### src/rtl/multicycle_ctrl.sv
// Multicycle RV32I control FSM: sequences a shared-ALU / shared-memory datapath.
// Optional performance counters are enabled by defining CTRL_PERF_EN.
module multicycle_ctrl #(
  parameter bit ILLEGAL_HALT = 1'b1
) (
  input  logic       clk_i,
  input  logic       rst_i,
  input  logic [6:0] opcode_i,
  input  logic       zero_i,
  input  logic       mem_ready_i,
  output logic       pc_write_o,
  output logic       ir_write_o,
  output logic       reg_write_o,
  output logic       mem_read_o,
  output logic       mem_write_o,
  output logic       iord_o,
  output logic [1:0] alu_src_a_o,
  output logic [1:0] alu_src_b_o,
  output logic [1:0] alu_op_o,
  output logic       pc_src_o,
  output logic [1:0] wb_sel_o,
  output logic       illegal_o,
  output logic [3:0] state_o
`ifdef CTRL_PERF_EN
  ,
  output logic [31:0] cycle_cnt_o,
  output logic [31:0] instret_o
`endif
);

  typedef enum logic [3:0] {
    S_FETCH    = 4'd0,
    S_DECODE   = 4'd1,
    S_EXEC_R   = 4'd2,
    S_EXEC_I   = 4'd3,
    S_ALU_WB   = 4'd4,
    S_MEM_ADDR = 4'd5,
    S_MEM_RD   = 4'd6,
    S_LOAD_WB  = 4'd7,
    S_MEM_WR   = 4'd8,
    S_BRANCH   = 4'd9,
    S_JAL      = 4'd10,
    S_JALR     = 4'd11,
    S_ILLEGAL  = 4'd12
  } state_e;

  localparam logic [6:0] OP_R      = 7'b0110011;
  localparam logic [6:0] OP_I      = 7'b0010011;
  localparam logic [6:0] OP_LOAD   = 7'b0000011;
  localparam logic [6:0] OP_STORE  = 7'b0100011;
  localparam logic [6:0] OP_BRANCH = 7'b1100011;
  localparam logic [6:0] OP_JAL    = 7'b1101111;
  localparam logic [6:0] OP_JALR   = 7'b1100111;

  state_e state_q, state_d;
  logic   illegal_q, illegal_d;

  always_comb begin
    state_d     = state_q;
    pc_write_o  = 1'b0;
    ir_write_o  = 1'b0;
    reg_write_o = 1'b0;
    mem_read_o  = 1'b0;
    mem_write_o = 1'b0;
    iord_o      = 1'b0;
    alu_src_a_o = 2'b00;
    alu_src_b_o = 2'b00;
    alu_op_o    = 2'b00;
    pc_src_o    = 1'b0;
    wb_sel_o    = 2'b00;
    case (state_q)
      S_FETCH: begin
        mem_read_o  = 1'b1;
        alu_src_b_o = 2'b10;
        ir_write_o  = mem_ready_i;
        pc_write_o  = mem_ready_i;
        if (mem_ready_i) state_d = S_DECODE;
      end
      S_DECODE: begin
        alu_src_a_o = 2'b10;
        alu_src_b_o = 2'b01;
        case (opcode_i)
          OP_R:              state_d = S_EXEC_R;
          OP_I:              state_d = S_EXEC_I;
          OP_LOAD, OP_STORE: state_d = S_MEM_ADDR;
          OP_BRANCH:         state_d = S_BRANCH;
          OP_JAL:            state_d = S_JAL;
          OP_JALR:           state_d = S_JALR;
          default:           state_d = S_ILLEGAL;
        endcase
      end
      S_EXEC_R: begin
        alu_src_a_o = 2'b01;
        alu_op_o    = 2'b10;
        state_d     = S_ALU_WB;
      end
      S_EXEC_I: begin
        alu_src_a_o = 2'b01;
        alu_src_b_o = 2'b01;
        alu_op_o    = 2'b10;
        state_d     = S_ALU_WB;
      end
      S_ALU_WB: begin
        reg_write_o = 1'b1;
        state_d     = S_FETCH;
      end
      S_MEM_ADDR: begin
        alu_src_a_o = 2'b01;
        alu_src_b_o = 2'b01;
        state_d     = (opcode_i == OP_LOAD) ? S_MEM_RD : S_MEM_WR;
      end
      S_MEM_RD: begin
        mem_read_o = 1'b1;
        iord_o     = 1'b1;
        if (mem_ready_i) state_d = S_LOAD_WB;
      end
      S_LOAD_WB: begin
        reg_write_o = 1'b1;
        wb_sel_o    = 2'b01;
        state_d     = S_FETCH;
      end
      S_MEM_WR: begin
        mem_write_o = 1'b1;
        iord_o      = 1'b1;
        if (mem_ready_i) state_d = S_FETCH;
      end
      S_BRANCH: begin
        alu_src_a_o = 2'b01;
        alu_op_o    = 2'b01;
        pc_src_o    = 1'b1;
        pc_write_o  = zero_i;
        state_d     = S_FETCH;
      end
      S_JAL: begin
        reg_write_o = 1'b1;
        wb_sel_o    = 2'b10;
        pc_src_o    = 1'b1;
        pc_write_o  = 1'b1;
        state_d     = S_FETCH;
      end
      S_JALR: begin
        alu_src_a_o = 2'b01;
        alu_src_b_o = 2'b01;
        pc_write_o  = 1'b1;
        reg_write_o = 1'b1;
        wb_sel_o    = 2'b10;
        state_d     = S_FETCH;
      end
      S_ILLEGAL: state_d = ILLEGAL_HALT ? S_ILLEGAL : S_FETCH;
      default:   state_d = S_FETCH;
    endcase
    // Reset overrides the decode so nothing is requested or written on a reset cycle.
    if (!rst_i) begin
      pc_write_o  = 1'b0;
      ir_write_o  = 1'b0;
      reg_write_o = 1'b0;
      mem_read_o  = 1'b0;
      mem_write_o = 1'b0;
      iord_o      = 1'b0;
      alu_src_a_o = 2'b00;
      alu_src_b_o = 2'b00;
      alu_op_o    = 2'b00;
      pc_src_o    = 1'b0;
      wb_sel_o    = 2'b00;
    end
  end

  assign illegal_d = illegal_q | (state_d == S_ILLEGAL);

  always_ff @(posedge clk_i) begin
    if (!rst_i) begin
      state_q   <= S_FETCH;
      illegal_q <= 1'b0;
    end else begin
      state_q   <= state_d;
      illegal_q <= illegal_d;
    end
  end

  assign illegal_o = illegal_q;
  assign state_o   = state_q;

`ifdef CTRL_PERF_EN
  logic [31:0] cycle_cnt_q, cycle_cnt_d;
  logic [31:0] instret_q, instret_d;
  logic        retire;

  always_comb begin
    retire = 1'b0;
    if (state_d == S_FETCH) begin
      case (state_q)
        S_ALU_WB, S_LOAD_WB, S_MEM_WR, S_BRANCH, S_JAL, S_JALR: retire = 1'b1;
        default: retire = 1'b0;
      endcase
    end
    cycle_cnt_d = cycle_cnt_q + 32'd1;
    instret_d   = instret_q + {31'd0, retire};
  end

  always_ff @(posedge clk_i) begin
    if (!rst_i) begin
      cycle_cnt_q <= '0;
      instret_q   <= '0;
    end else begin
      cycle_cnt_q <= cycle_cnt_d;
      instret_q   <= instret_d;
    end
  end

  assign cycle_cnt_o = cycle_cnt_q;
  assign instret_o   = instret_q;
`endif

endmodule

### config.mk
export PLATFORM = sky130hd
export DESIGN_NAME = multicycle_ctrl
export DESIGN_NICKNAME = d
export VERILOG_FILES = /design/src/rtl/multicycle_ctrl.sv
export SDC_FILE = /design/constraint.sdc
export NUM_CORES = 1
export LEC_CHECK = 0
export BUFFER_PORTS_ARGS = -buffer_cell sky130_fd_sc_hd__buf_2
export CORE_AREA = 2 2 44 46
export CTS_BUF_LIST = sky130_fd_sc_hd__clkbuf_16
export CTS_CLUSTER_DIAMETER = 100
export DETAILED_ROUTE_END_ITERATION = 10
export DIE_AREA = 0 0 46 48
export PLACE_DENSITY = 0.62
export SKIP_LAST_GASP = 1
export SYNTH_ARGS = -nofsm -noshare
export SYNTH_HDL_FRONTEND = slang
export SYNTH_SLANG_ARGS = --single-unit
### constraint.sdc
create_clock -name clk_i -period 1.8 [get_ports clk_i]
set_input_delay 0.45 -clock clk_i [delete_from_list [all_inputs] [get_ports clk_i]]
set_output_delay 0.45 -clock clk_i [all_outputs]
set_load 0.02 [all_outputs]
# Yosys cells after proc, flatten, opt, wreduce, memory -nomap -nowiden
# Index checks and enable logic that the tools add are counted.
[totals]
in_bits = 11
out_inout_bits = 20
reg_bits = 5
[classes]
n_eq_ne = 20
muxes = 28
n_reduce_logical = 10
bitwise_logic = 1
[ops]
columns = ["operator", "count"]
rows = [
  ["one-hot mux 4 bit (7 select lines)", 1],
  ["== test 4 bit (second input constant)", 6],
  ["one-hot mux 4 bit (6 select lines)", 1],
  ["== test 7 bit (second input constant)", 3],
  ["== test 4 x 3 -> 1 bit (second input constant)", 4],
  ["2-to-1 mux 4 bit", 4],
  ["one-hot mux 2 bit (2 select lines)", 4],
  ["== test 7 x 6 -> 1 bit (second input constant)", 2],
  ["2-to-1 mux 1 bit", 13],
  ["OR reduction 2 bit", 6],
  ["== test 4 x 2 -> 1 bit (second input constant)", 2],
  ["2-to-1 mux 2 bit", 4],
  ["OR reduction 4 bit", 2],
  ["== test 7 x 2 -> 1 bit (second input constant)", 1],
  ["== test 7 x 5 -> 1 bit (second input constant)", 1],
  ["OR reduction 5 bit", 1],
  ["== test 4 x 1 -> 1 bit (second input constant)", 1],
  ["logical NOT 4 bit", 1],
  ["one-hot mux 1 bit (3 select lines)", 1],
  ["OR 1 bit", 1],
]

# Logic depth before layout (Yosys ltp)
[logic_depth]
word_depth = 6
depth_mapped = 6
depth_no_buf = 5

# Worst setup path before layout
# No wires, ideal clock.
[synth_path]
path_type = "register to output"
startpoint = "register state_q[2], in the netlist state_o[2]"
endpoint = "output port pc_write_o"
slack_ns = -0.665
arrival_time_ns = 2.015
path_buffers = 1
path_stages_with_launch = 5
t_required_ns = 1.350
cell_sequence = "dfxtp_1 > buf_1 > nor4_1 > and2_1 > o21bai_1"
[synth_via]
elab_chain_len = 4
elab_cells_between_ends = 7
classes_between = "eq/ne (3); mux (2); reduce/logical (2)"
[synth_lines]
columns = ["item", "line", "text"]
rows = [
  ["start, declared", "55", "state_e state_q, state_d;"],
  ["start signal, assigned", "175", "state_q <= state_d;"],
  ["== test 4 bit", "71", "case (state_q)"],
  ["OR reduction 2 bit (no source line)", "-", ""],
  ["one-hot mux 1 bit (3 select lines) *", "71", ""],
  ["2-to-1 mux 1 bit *", "153", "if (!rst_i) begin"],
  ["end, declared", "11", "output logic pc_write_o,"],
]
# Every way passes the cells marked *; elsewhere a longest branch is shown, timed or not.

# Worst setup path in the final report
# Same ends and word-level chain as after synthesis.

==> results <==
- In the routed design, unresolved DRC markers number 0.
- The total number of clock tree sinks is 5.
- The count of different cell masters after synthesis is 36.
- Summed over all nets, wire length on met2 after detailed routing comes to slightly above 1 mm.
- The total routing resource utilization after global routing is about a fifth.
- The detailed router put a total of 1.00 mm of wire on met1.
- The clock-pin transition on the worst setup and hold timing paths is 0.04 ns.
- The worst setup path is of the reg -> out kind.
- The number of enable-type register cells in the synthesized netlist is 0.
- The area occupied by registers is about 110 µm².
- The clock reaches the later pin of the worst-skew pair after 0.23 ns.
- The row count is 15.
- The die is around 46 µm wide.
- The area of the multi-input gates is about 550 µm².
- For this block, the via count after detailed routing is 796.
- At the worst endpoint, the required time is 1.35 ns.
- The design draws approximately 0.00091 W.
- The number of buffers created by CTS is 3.
- The checks that failed: negative setup slack.
- The height of the chip is 48 µm.
- At the worst endpoint, the arrival time is between 1 and 1.5 ns.
- The max-cap violation count is 0.
- The initial antenna violation count is 0.
- Synthesis produced a netlist whose cell count is 80.
- The effective utilization at floorplan is about a third.
- For the pin with the worst max-slew slack, the measured transition is approximately 0.31 ns.
- The worst reg-to-reg path cell count is 4.
- The global-route wire length before repair is just over 3 mm.
- The number of port buffers is 30.
- The maximum root-to-sink buffer count is 2.
- The antenna cell count is 0.
- At the end of routability-driven placement, the weighted congestion stood at between 0.8 and 0.9.
- The most instantiated flip-flop cell in the synthesis netlist is sky130_fd_sc_hd__dfxtp_1.
- CTS built an H-tree with a depth of 1.
- The number of global-route vias before repair is approximately 700.
- The number of primary I/O pins is 31.
- The run finished, with violations left.
- Hold is met by between 0.4 and 0.5 ns.
- The area of the core is 1690 µm².
- In this run the power density over the cells is between 700 and 800 nW/µm².
- The final clock skew is around 0.0022 ns.
- After detailed routing, the average wire length per cell comes to ~14 µm.
- The number of pins exceeding their max-slew limit in the final report came to 0.
- Detailed placement finished with a half-perimeter wire length of approximately 1.4 mm.
- TritonCTS built the clock tree.
- Setup repair after global routing could not meet its margin everywhere.
- The detailed router used layers up to and including met3.
- The upper clock frequency limit is roughly 550 MHz.
- The Yosys step of the flow raised 0 warnings.
- The largest net degree at the start of global routing is 14.
- Detailed routing placed a total of between 60 and 70 µm of wire on met3.
- The sequential share of the synthesized area is roughly 18%.
- The type of destination of the critical path is an output pin.
- Summing every instance area after synthesis gives about 560 µm².
- The synthesized design contains 5 register bits.
- The final number of hold-violating endpoints was 0.
- The number of cells traversed by the worst hold path is 1.
- For this block, the initial DRC count from the detailed router was 14.
- The clock period minus final worst setup slack is ~1.8 ns.
- Synthesis produced a netlist with a net count of 91.
- The root cell of the clock tree is sky130_fd_sc_hd__clkbuf_16.
- The final global-route overflow total is 0.
- The class of the tightest hold or removal check is reg -> reg.
- The number of detailed-route iterations in the first pass is 4.
- Along the worst path, the maximum fanout reaches 4.
- The kind of launch point of the worst setup path is a register.
- The setup slack after layout is -0.0116 ns.
- The cts-stage hold buffer count is 0.
- In this run the remaining antenna-violating nets after routing total 0.
- Wires add up to roughly 2.1 mm.
- The share of the core filled with cells is between 60 and 70%.
- The die covers 2210 µm².
- The average size of a mapped cell is between 7 and 8 µm².
- The max-slew headroom at the worst pin is between 70% and 80%.
- Setup violations remaining at the end of the flow were counted as 1.
- The number of vias per cell after detailed routing is around 5.2.
- The fraction of registers with async set or reset after synthesis is 0%.
- The post-layout net count is between 100 and 150.
- From synthesis to final layout, the design area changed by 107%.
- The reported leakage power is 0.556 nW.
- VDD sags by at most between 0.4 and 0.5 mV.
- The share of cells above drive strength 1 is between 60% and 70%.
- The worst path uses 101% of the clock period.
- Counting the fill cells in the layout gives about 130.
final timing paths:
kind / slack (ns) / from / to
max reg2reg: 0.10 / state_o[1] / illegal_o
max: -0.01 / state_o[2] / pc_write_o
min reg2reg: 0.47 / illegal_o / illegal_o
min: 0.47 / illegal_o / illegal_o
where the power goes:
group / switching (W) / internal (W)
clock: 0.0000747 / 0.000288
combinational: 0.000196 / 0.000208
sequential: 0.0000210 / 0.000125
total: 0.000292 / 0.000621
synthesized netlist by cell type (2+ instances only):
| cell type | instances | area share [%] |
|---|---|---|
| sky130_fd_sc_hd__a21oi_1 | 9 | 8.0 |
| sky130_fd_sc_hd__nor2_1 | 8 | 5.3 |
| sky130_fd_sc_hd__nand2_1 | 6 | 4.0 |
| sky130_fd_sc_hd__nand2b_1 | 6 | 6.7 |
| sky130_fd_sc_hd__dfxtp_1 | 5 | 18 |
| sky130_fd_sc_hd__buf_2 | 3 | 2.7 |
| sky130_fd_sc_hd__inv_1 | 3 | 2.0 |
| sky130_fd_sc_hd__nor2b_1 | 3 | 3.3 |
| sky130_fd_sc_hd__nor4_1 | 3 | 3.3 |
| sky130_fd_sc_hd__a211oi_1 | 2 | 2.7 |
| sky130_fd_sc_hd__buf_1 | 2 | 1.3 |
| sky130_fd_sc_hd__nand4_1 | 2 | 2.2 |
| sky130_fd_sc_hd__nor3b_1 | 2 | 2.7 |
| sky130_fd_sc_hd__o21ai_0 | 2 | 1.8 |
| sky130_fd_sc_hd__o21ai_1 | 2 | 1.8 |
| sky130_fd_sc_hd__xnor2_1 | 2 | 3.1 |
layout make-up:
cell class | count | share of cell area (%)
clock buffer | 3 | 6.44
clock inverter | 1 | 0.322
inverter | 3 | 0.966
multi-input combinational | 67 | 46.9
sequential | 5 | 9.66
tap | 17 | 1.82
timing repair buffer | 57 | 33.9
worst max-delay path, stage by stage, from the launching register on:
cell and delay (ns):
sky130_fd_sc_hd__dfxtp_2 0.33, sky130_fd_sc_hd__buf_6 0.13, sky130_fd_sc_hd__nor4_4 0.26, sky130_fd_sc_hd__and2_4 0.17, sky130_fd_sc_hd__o21bai_2 0.10, sky130_fd_sc_hd__buf_6 0.13
routing by layer:
layer	vias up	track usage [%]
met5	-	0
met4	0	5.14
met3	0	2.64
met2	23	32.2
met1	366	25.6
li1	407	-
placed cells by master (no fill, tap or decap), drive strengths merged, types with 2 or more instances in the layout:
master	netlist	layout
o21ai	4	4
nor4	3	3
nor2	8	8
nand2b	6	6
clkbuf	0	3
xnor2	2	2
nand2	6	6
dfxtp	5	5
nor3b	2	2
nor2b	3	3
buf	5	57
inv	3	4
a21oi	9	9
nor3	2	2
nand4	2	2
a211oi	2	2
state kept, by name, summed over array words and instances, names as in the netlist:
signal / cells
illegal_o: 1
state_o: 4
logic make-up after synthesis:
family,synth area share [%]
XOR/XNOR,3.11
AND/OR/NAND/NOR,42.7
multiplexers,2.00
buffers and inverters,6.00
flip-flops,17.8
AO/OA/AOI/OAI,28.4
per-stage QoR:
step | setup TNS [ns] | cells | setup slack, ns | cell area [µm²]
after CTS | -0.0873 | 149 | -0.0457 | 1080
after floorplan | -0.177 | 80 | -0.105 | 643
after global placement | -0.122 | 139 | -0.109 | 913
after detailed placement | -0.180 | 139 | -0.163 | 913
after global routing | -0.203 | 153 | -0.0597 | 1170
final | -0.0116 | 153 | -0.0116 | 1170
what timing repair did:
action                                 CTS  global route
resized for setup                       15            10
endpoints found under the hold margin    0             0
setup endpoints to repair               11             9
setup buffers                            6             4
pin swaps                                4             2
No activity file was read; power rests on OpenSTA's default activity.
